==> config.mk <==
export PLATFORM = sky130hd
export DESIGN_NAME = midi_msg_assembler
export DESIGN_NICKNAME = d
export VERILOG_FILES = /design/src/rtl/midi_msg_assembler.sv
export SDC_FILE = /design/constraint.sdc
export NUM_CORES = 1
export LEC_CHECK = 0
export BUFFER_PORTS_ARGS = -buffer_cell sky130_fd_sc_hd__buf_4
export CAP_MARGIN = 20
export CORE_MARGIN = 1.5
export CORE_UTILIZATION = 60
export CTS_CLUSTER_DIAMETER = 150
export DETAILED_ROUTE_END_ITERATION = 12
export PLACE_DENSITY = 0.81
export SLEW_MARGIN = 25
export SYNTH_ARGS = -nofsm -noshare
export SYNTH_HDL_FRONTEND = slang
export SYNTH_SLANG_ARGS = --single-unit
export TNS_END_PERCENT = 1
==> constraint.sdc <==
create_clock -name sysclk -period 5.6 [get_ports sysclk]
set_clock_uncertainty 0.15 [all_clocks]
set_input_delay 1.12 -clock sysclk [delete_from_list [all_inputs] [get_ports sysclk]]
set_output_delay 1.12 -clock sysclk [all_outputs]
set_load 0.02 [all_outputs]
==> src/rtl/midi_msg_assembler.sv <==
`default_nettype none
// ============================================================================
// Module   : midi_msg_assembler
// Purpose  : Frames raw MIDI bytes into complete messages. Handles running
//            status, SysEx skipping and real-time bypass, and queues messages
//            in a small valid/ready FIFO.
// Options  : MIDI_CH_FILTER_EN - drop channel messages not addressed to midi_ch
// Revision : 1.0 - initial release
// ============================================================================
module midi_msg_assembler #(
    parameter int FIFO_DEPTH = 4,
    parameter int CW         = $clog2(FIFO_DEPTH) + 1
) (
    input  logic          sysclk,
    input  logic          reset1,
    input  logic          byte_valid,
    input  logic [7:0]    byte_in,
    input  logic [3:0]    midi_ch,
    output logic          msg_valid,
    input  logic          msg_ready,
    output logic [7:0]    msg_status,
    output logic [6:0]    msg_data1,
    output logic [6:0]    msg_data2,
    output logic [1:0]    msg_len,
    output logic          rt_valid,
    output logic [7:0]    rt_byte,
    output logic          overflow,
    output logic [CW-1:0] fifo_count
);

    localparam int            ADDR_W     = (FIFO_DEPTH > 1) ? $clog2(FIFO_DEPTH) : 1;
    localparam logic [CW-1:0] FULL_COUNT = CW'(FIFO_DEPTH);

    typedef enum logic [1:0] {
        ST_IDLE    = 2'd0,
        ST_WAIT_D1 = 2'd1,
        ST_WAIT_D2 = 2'd2,
        ST_SYSEX   = 2'd3
    } state_t;

    // Reset asserts immediately and releases two clocks later, in sync with sysclk.
    logic [1:0] rst_sync_q;
    logic       rst_n;

    always_ff @(posedge sysclk or negedge reset1) begin
        if (!reset1) rst_sync_q <= 2'b00;
        else         rst_sync_q <= {rst_sync_q[0], 1'b1};
    end
    assign rst_n = rst_sync_q[1];

    state_t      state_q, state_d;
    logic [7:0]  status_q, status_d;
    logic [6:0]  data1_q, data1_d;
    logic        rt_valid_q, rt_valid_d;
    logic [7:0]  rt_byte_q, rt_byte_d;
    logic        emit_valid_q, emit_valid_d;
    logic [23:0] emit_msg_q, emit_msg_d;

    logic is_channel;
    logic one_data;
    logic pass_ch;

    assign is_channel = status_q[7] && (status_q[7:4] != 4'hF);
    assign one_data   = (status_q[7:5] == 3'b110) || (status_q == 8'hF1) || (status_q == 8'hF3);

`ifdef MIDI_CH_FILTER_EN
    assign pass_ch = !is_channel || (status_q[3:0] == midi_ch);
`else
    logic midi_ch_unused;
    assign midi_ch_unused = ^midi_ch;
    assign pass_ch        = 1'b1;
`endif

    always_comb begin
        state_d      = state_q;
        status_d     = status_q;
        data1_d      = data1_q;
        rt_valid_d   = 1'b0;
        rt_byte_d    = rt_byte_q;
        emit_valid_d = 1'b0;
        emit_msg_d   = emit_msg_q;
        if (byte_valid) begin
            if (byte_in >= 8'hF8) begin
                rt_valid_d = 1'b1;
                rt_byte_d  = byte_in;
            end else if (byte_in[7]) begin
                // Any non-real-time status aborts the partial message, SysEx included.
                data1_d = 7'd0;
                if (byte_in < 8'hF0) begin
                    status_d = byte_in;
                    state_d  = ST_WAIT_D1;
                end else begin
                    case (byte_in)
                        8'hF0: begin
                            status_d = 8'h00;
                            state_d  = ST_SYSEX;
                        end
                        8'hF1, 8'hF2, 8'hF3: begin
                            status_d = byte_in;
                            state_d  = ST_WAIT_D1;
                        end
                        8'hF6: begin
                            status_d     = 8'h00;
                            state_d      = ST_IDLE;
                            emit_valid_d = 1'b1;
                            emit_msg_d   = {8'hF6, 7'd0, 7'd0, 2'd0};
                        end
                        default: begin
                            status_d = 8'h00;
                            state_d  = ST_IDLE;
                        end
                    endcase
                end
            end else begin
                case (state_q)
                    ST_WAIT_D1: begin
                        if (one_data) begin
                            emit_valid_d = pass_ch;
                            emit_msg_d   = {status_q, byte_in[6:0], 7'd0, 2'd1};
                            if (!is_channel) begin
                                status_d = 8'h00;
                                state_d  = ST_IDLE;
                            end
                        end else begin
                            data1_d = byte_in[6:0];
                            state_d = ST_WAIT_D2;
                        end
                    end
                    ST_WAIT_D2: begin
                        emit_valid_d = pass_ch;
                        emit_msg_d   = {status_q, data1_q, byte_in[6:0], 2'd2};
                        if (is_channel) begin
                            state_d = ST_WAIT_D1;
                        end else begin
                            status_d = 8'h00;
                            state_d  = ST_IDLE;
                        end
                    end
                    default: ;
                endcase
            end
        end
    end

    logic [23:0]       mem_q [FIFO_DEPTH];
    logic [23:0]       mem_d [FIFO_DEPTH];
    logic [ADDR_W-1:0] wr_ptr_q, wr_ptr_d;
    logic [ADDR_W-1:0] rd_ptr_q, rd_ptr_d;
    logic [CW-1:0]     count_q, count_d;
    logic              overflow_q, overflow_d;
    logic              pop;
    logic              push_ok;

    assign pop     = (count_q != '0) && msg_ready;
    assign push_ok = emit_valid_q && ((count_q != FULL_COUNT) || pop);

    always_comb begin
        mem_d      = mem_q;
        wr_ptr_d   = wr_ptr_q;
        rd_ptr_d   = rd_ptr_q;
        count_d    = count_q;
        overflow_d = overflow_q | (emit_valid_q && !push_ok);
        if (push_ok) begin
            mem_d[wr_ptr_q] = emit_msg_q;
            wr_ptr_d        = wr_ptr_q + ADDR_W'(1);
        end
        if (pop) begin
            rd_ptr_d = rd_ptr_q + ADDR_W'(1);
        end
        if (push_ok && !pop) begin
            count_d = count_q + CW'(1);
        end else if (!push_ok && pop) begin
            count_d = count_q - CW'(1);
        end
    end

    always_ff @(posedge sysclk or negedge rst_n) begin
        if (!rst_n) begin
            state_q      <= ST_IDLE;
            status_q     <= 8'h00;
            data1_q      <= 7'd0;
            rt_valid_q   <= 1'b0;
            rt_byte_q    <= 8'h00;
            emit_valid_q <= 1'b0;
            emit_msg_q   <= 24'd0;
            wr_ptr_q     <= '0;
            rd_ptr_q     <= '0;
            count_q      <= '0;
            overflow_q   <= 1'b0;
            for (int i = 0; i < FIFO_DEPTH; i++) begin
                mem_q[i] <= 24'd0;
            end
        end else begin
            state_q      <= state_d;
            status_q     <= status_d;
            data1_q      <= data1_d;
            rt_valid_q   <= rt_valid_d;
            rt_byte_q    <= rt_byte_d;
            emit_valid_q <= emit_valid_d;
            emit_msg_q   <= emit_msg_d;
            wr_ptr_q     <= wr_ptr_d;
            rd_ptr_q     <= rd_ptr_d;
            count_q      <= count_d;
            overflow_q   <= overflow_d;
            mem_q        <= mem_d;
        end
    end

    assign msg_valid  = (count_q != '0);
    assign {msg_status, msg_data1, msg_data2, msg_len} = mem_q[rd_ptr_q];
    assign rt_valid   = rt_valid_q;
    assign rt_byte    = rt_byte_q;
    assign overflow   = overflow_q;
    assign fifo_count = count_q;

endmodule
`default_nettype wire

Word level (Yosys, flattened, before mapping)
Index checks and enable logic that the tools add are counted.
Word-level totals
  flip-flop bits (word level): 157
  latch bits: 0
  memory bits (writable): 0
  bits in read-only memories: 0
  input port bits: 16
  output and inout port bits: 38
  logic and storage cells: 106
  memories: 0
Operators by class
  add/sub/neg operators: 4
  $mul: 0
  div/mod/pow operators: 0
  order comparisons: 5
  eq/ne operators: 17
  shifts and indexed selects: 0
  multiplexer cells: 38
  bitwise operators: 4
  reductions and logical operators: 22
Operators with widths (count)
  two-way mux 24 bit: 7
  bitwise mux 96 bit: 1
  == test 8 bit (second input constant): 7
  binary-select mux 24 bit (select 2 bit): 1
  demux 24 bit (select 2 bit): 1
  case mux 24 bit (2 select lines): 1
  two-way mux 8 bit: 5
  two-way mux 7 bit: 3
  case mux 8 bit (2 select lines): 1
  AND reduction 4 bit: 3
  two-way mux 1 bit: 9
  >= comparator 8 bit (second input constant): 1
  less-than comparator 8 bit (second input constant): 1
  two-way mux 2 bit: 4
  inequality test 4 bit (second input constant): 2
  case mux 2 bit (2 select lines): 2
  logical AND 1 bit: 7
  >= comparator 3 bit (second input constant): 2
  two-way mux 3 bit: 2
  inequality test 3 bit (second input constant): 2
  NOT 2 -> 3 bit: 2
  AND reduction 6 bit: 1
  nonzero test 3 bit: 2
  adder 2 x 1 -> 2 bit (second input constant): 2
  16 further kinds: 21

Logic depth before layout (Yosys ltp)
  depth in word-level cells: 8
  mapped depth: 9
  gate-level depth less buffers: 8

Worst setup path after synthesis
Ideal clock, no wire load.
  kind: input to register
  from: input msg_ready
  to: register count_q[1] (netlist: fifo_count[1])
  library setup time: 0.125 ns
  arrival time: 2.553 ns
  data required time: 5.325 ns
  path slack: 2.773 ns
  cell stages on the path: 7
  buffers on the path: 1
  cells stage by stage: nor4b_1 > nor2b_1 > buf_2 > ha_1 > inv_1 > fa_1 > mux2_2
Between the ends
  elaborated cells between the ends (all ways): 9
  those cells by class: mux: 1; reduce/logical: 8
RTL lines
  start, declared: RTL line 20  | input logic msg_ready,
  logical AND 1 bit: RTL line 154  | assign pop = (count_q != '0) && msg_ready;
  logical OR 1 bit: RTL line 155  | assign push_ok = emit_valid_q && ((count_q != FULL_COUNT) || pop);
  logical AND 1 bit: RTL line 155
  net push_ok: RTL line 152  | logic push_ok;
  logical AND 1 bit: RTL line 170  | if (push_ok && !pop) begin
  two-way mux 3 bit: RTL line 170
  net count_d[1]: RTL line 149  | logic [CW-1:0] count_q, count_d;
  end signal, assigned: RTL line 203  | count_q <= count_d;
  end, declared: RTL line 149
The timed path passes the listed nets, and every way through them passes these cells.
A chain may end at the register's enable or synchronous reset.

Worst setup path after layout
  from: register rd_ptr_q[0]
  to: output msg_data1[3]
Between the ends
  cells in the longest elaborated chain, start to end: 4
RTL lines
  start, declared: RTL line 148  | logic [ADDR_W-1:0] rd_ptr_q, rd_ptr_d;
  start signal, assigned: RTL line 202  | rd_ptr_q <= rd_ptr_d;
  NOT 2 -> 3 bit (implied by the code): RTL line 210  | assign {msg_status, msg_data1, msg_data2, msg_len} = mem_q[rd_ptr_q];
  binary-select mux 24 bit (select 2 bit): RTL line 210
  two-way mux 24 bit (implied by the code) (2 in a row): RTL line 210
  end, declared: RTL line 22  | output logic [6:0] msg_data1,
No other way between the ends. The select of a mux whose other input is x is not followed.

==> impl_metrics.ini <==
[pwr]
clock_power_share = 0.254
p_leak_nw = 3.88
switching_power_mw = 1.69
vdd_drop_max_mv = 0.240
combPwrFrac = 0.342
p_sw_frac = 0.345
p_per_area_mw_per_mm2 = 582
total_power_mw = 4.90
seqPwrFrac = 0.405
p_int_mw = 3.21

[floorplanning]
start_util = 0.611
ioPinCount = 54
fp.dieH_microns = 113
die_w_microns = 113
core.rowCount = 40
core_sq_mm = 0.0120
dieArea_sq_mm = 0.0129

[worst_setup_path]
crit_fanout = 17
end_kind = output port
rrSetupSlack_ns = 2.98
crit_type = register to output port
required_ns = 4.33
startpoint_type = register
arrival_ns = 2.32

[cells_and_area]
syn2layout_area_growth_pct = 15.0
multi_input_area_sq_mm = 0.00311
instances_no_fill = 754
drive_above_1_share = 0.394
fill_cells = 763
nets = 618
antenna_cells = 0
seq_area_sq_mm = 0.00393

[logic_synthesis]
syn-mean-instance-area_sq_um = 13.1
syn_area_sq_mm = 0.00731
synth_edf_count = 0
synth_cells = 558
syn_nets = 582
ys_ff_latch = 157
synth-async-reset-ratio = 1.00
synth_top_area_share = 0.537
yosysTopAreaCell = dfrtp_1
synth_cell_types = 55
yosysWarnings = 0
synthFlopType = dfrtp_1
yosysSeqAreaShare = 0.537
yosys-top-cells-area = dfrtp_1 54%, mux2_2 16%, mux4_2 7.4%

[global_routing]
overflow = 0
antenna_found_initial = 0
grt_max_degree = 78
grt_pass1_vias = 4891
track_usage = 0.264
grt_pass1_wl_mm = 25.8

[sta]
drv_slew = 0
finalCritPeriodShare = 0.641
fmax_mhz = 279
tns_ns = 0
rsz0062_at_grt = no
tightestPinTransition_ns = 0.748
fin_crit_ns = 3.59
setup_viol = 0
maxSlewHeadroom = 0.500
fin_ws_ns = 2.01
finalHoldViolCount = 0
hold_ws_ns = 0.101

[routing]
routedWlPerCell_microns = 20.8
drt_first_iter_violations = 358
drc = 0
m1WireLength_mm = 6.68
drt-pass1-iter-count = 5
routed.top_layer = met4
drt-total-wl_mm = 15.7
route.met3.wl_microns = 708
num_vias = 4781
vias_per_cell = 6.34
wl_met2_mm = 8.03
ant_nets = 0

[worst_hold_path]
holdCritPathClass = register to asynchronous set/reset pin

[clock_network]
clkSlewWorstSetupHoldPaths_ns = 0.06
ctsResizeCount = 0
cts_made_buffers = 17
clkLatencyLatePin_ns = 0.43
htreeDepth = 4
hold_buffers = 0
post_cts_buffers = 0
cts_tree = done
cts_buffer_depth = 2
cts.sinks = 157
cts_root_buf = clkbuf_16

[place]
place.port_buffers = 49
dp_cells = 721
globalplace.congestion = 0.846
post-place-ws_ns = 1.95
place_hpwl_mm = 9.69

[status]
status = completed

[job]
cap_viol_max_count = 0
-- layer usage --
layer	vias up	global-route usage
met3	27	0.0569
li1	2153	-
met1	2465	0.361
met2	136	0.423
met4	0	0.102
met5	-	0
-- per-stage QoR --
step	cell area, sq um	util
floorplan	7310	-
global placement	7740	0.647
detailed placement	7750	0.648
CTS	8390	0.701
global route	8410	0.703
finish	8410	0.703
-- path summary, 6_finish.rpt --
path                                                start                        end  cells past startpoint
worst min register to register    rst_sync_q[1]$_DFF_PN0_      mem_q[65]$_DFFE_PN0P_                      0
worst max register to register  fifo_count[2]$_DFFE_PN0P_      mem_q[35]$_DFFE_PN0P_                      5
min in group sysclk               rst_sync_q[0]$_DFF_PN0_    rst_sync_q[1]$_DFF_PN0_                      0
worst max-delay path              rd_ptr_q[0]$_DFFE_PN0P_               msg_data1[3]                      3
max in group asynchronous         rst_sync_q[1]$_DFF_PN0_  emit_msg_q[6]$_DFFE_PN0P_                      1
worst min-delay path              rst_sync_q[1]$_DFF_PN0_      mem_q[65]$_DFFE_PN0P_                      0
-- power groups by stage --
stage / sequential [mW] / combinational (mW) / clock, mW
final: 1.98 / 1.67 / 1.24
after global routing: 2.05 / 1.81 / 1.30
after CTS: 1.98 / 1.67 / 1.25
after detailed placement: 1.99 / 1.65 / 0
after global placement: 1.93 / 1.59 / 0
after floorplan: 1.87 / 1.23 / 0
-- sequential cells by signal, indices dropped and copies added, names as in the netlist, 2 cells and up --
register    flops
data1_q         7
emit_msg_q     24
fifo_count      3
mem_q          96
rd_ptr_q        2
rst_sync_q      2
rt_byte         8
state_q         2
status_q        8
wr_ptr_q        2
-- logic make-up after synthesis --
group                    Yosys count  share of synthesized area
flip-flops                       157                      0.537
multiplexers                     133                      0.241
AND/OR/NAND/NOR                  103                     0.0755
AO/OA/AOI/OAI                     84                     0.0835
buffers and inverters             66                     0.0400
adder cells (fa/ha/maj)            8                     0.0147
XOR/XNOR                           6                    0.00719
other                              1                   0.000513
-- critical path, cell delays in order (launching register included) --
cell     delay (ns)
dfrtp_1        0.68
buf_4          0.44
mux4_2         0.58
buf_4          0.18
-- placed cells by master, fill, tap and decap left out, types with 7 or more instances in the layout --
cell,n
a21oi_1,11
mux4_2,24
nor2_1,10
buf_4,60
nand3_1,23
mux2_2,107
ha_1,7
o21ai_0,17
o211ai_1,16
nand2_1,28
nand4_1,14
dfrtp_1,156
inv_1,21
clkbuf_16,17
o311ai_0,13
nor4_1,7
-- cell type report --
| cell class | count | share of cell area |
|---|---|---|
| Sequential cell | 157 | 0.468 |
| Multi-Input combinational cell | 335 | 0.370 |
| Timing Repair Buffer | 61 | 0.0549 |
| Clock buffer | 20 | 0.0543 |
| Clock inverter | 12 | 0.0220 |
| Tap cell | 147 | 0.0219 |
| Inverter | 22 | 0.00982 |
-- synth_stat cells (all sizes together), types with 2 or more instances --
cell type and number:
dfrtp 157, a21boi 3, a21o 2, mux2 107
xnor2 4, clkbuf 26, a21oi 11, nand4 16
o211ai 17, a211oi 6, buf 18, nor2 10
xor2 2, o21ai 18, nor4 8, a22o 2
or2 6, mux2i 2, mux4 24, nand3 23
nand2 30, nor3 2, a311o 2, or3 2
ha 7, inv 22, o311ai 14
Power figures use the tool's default switching activity.
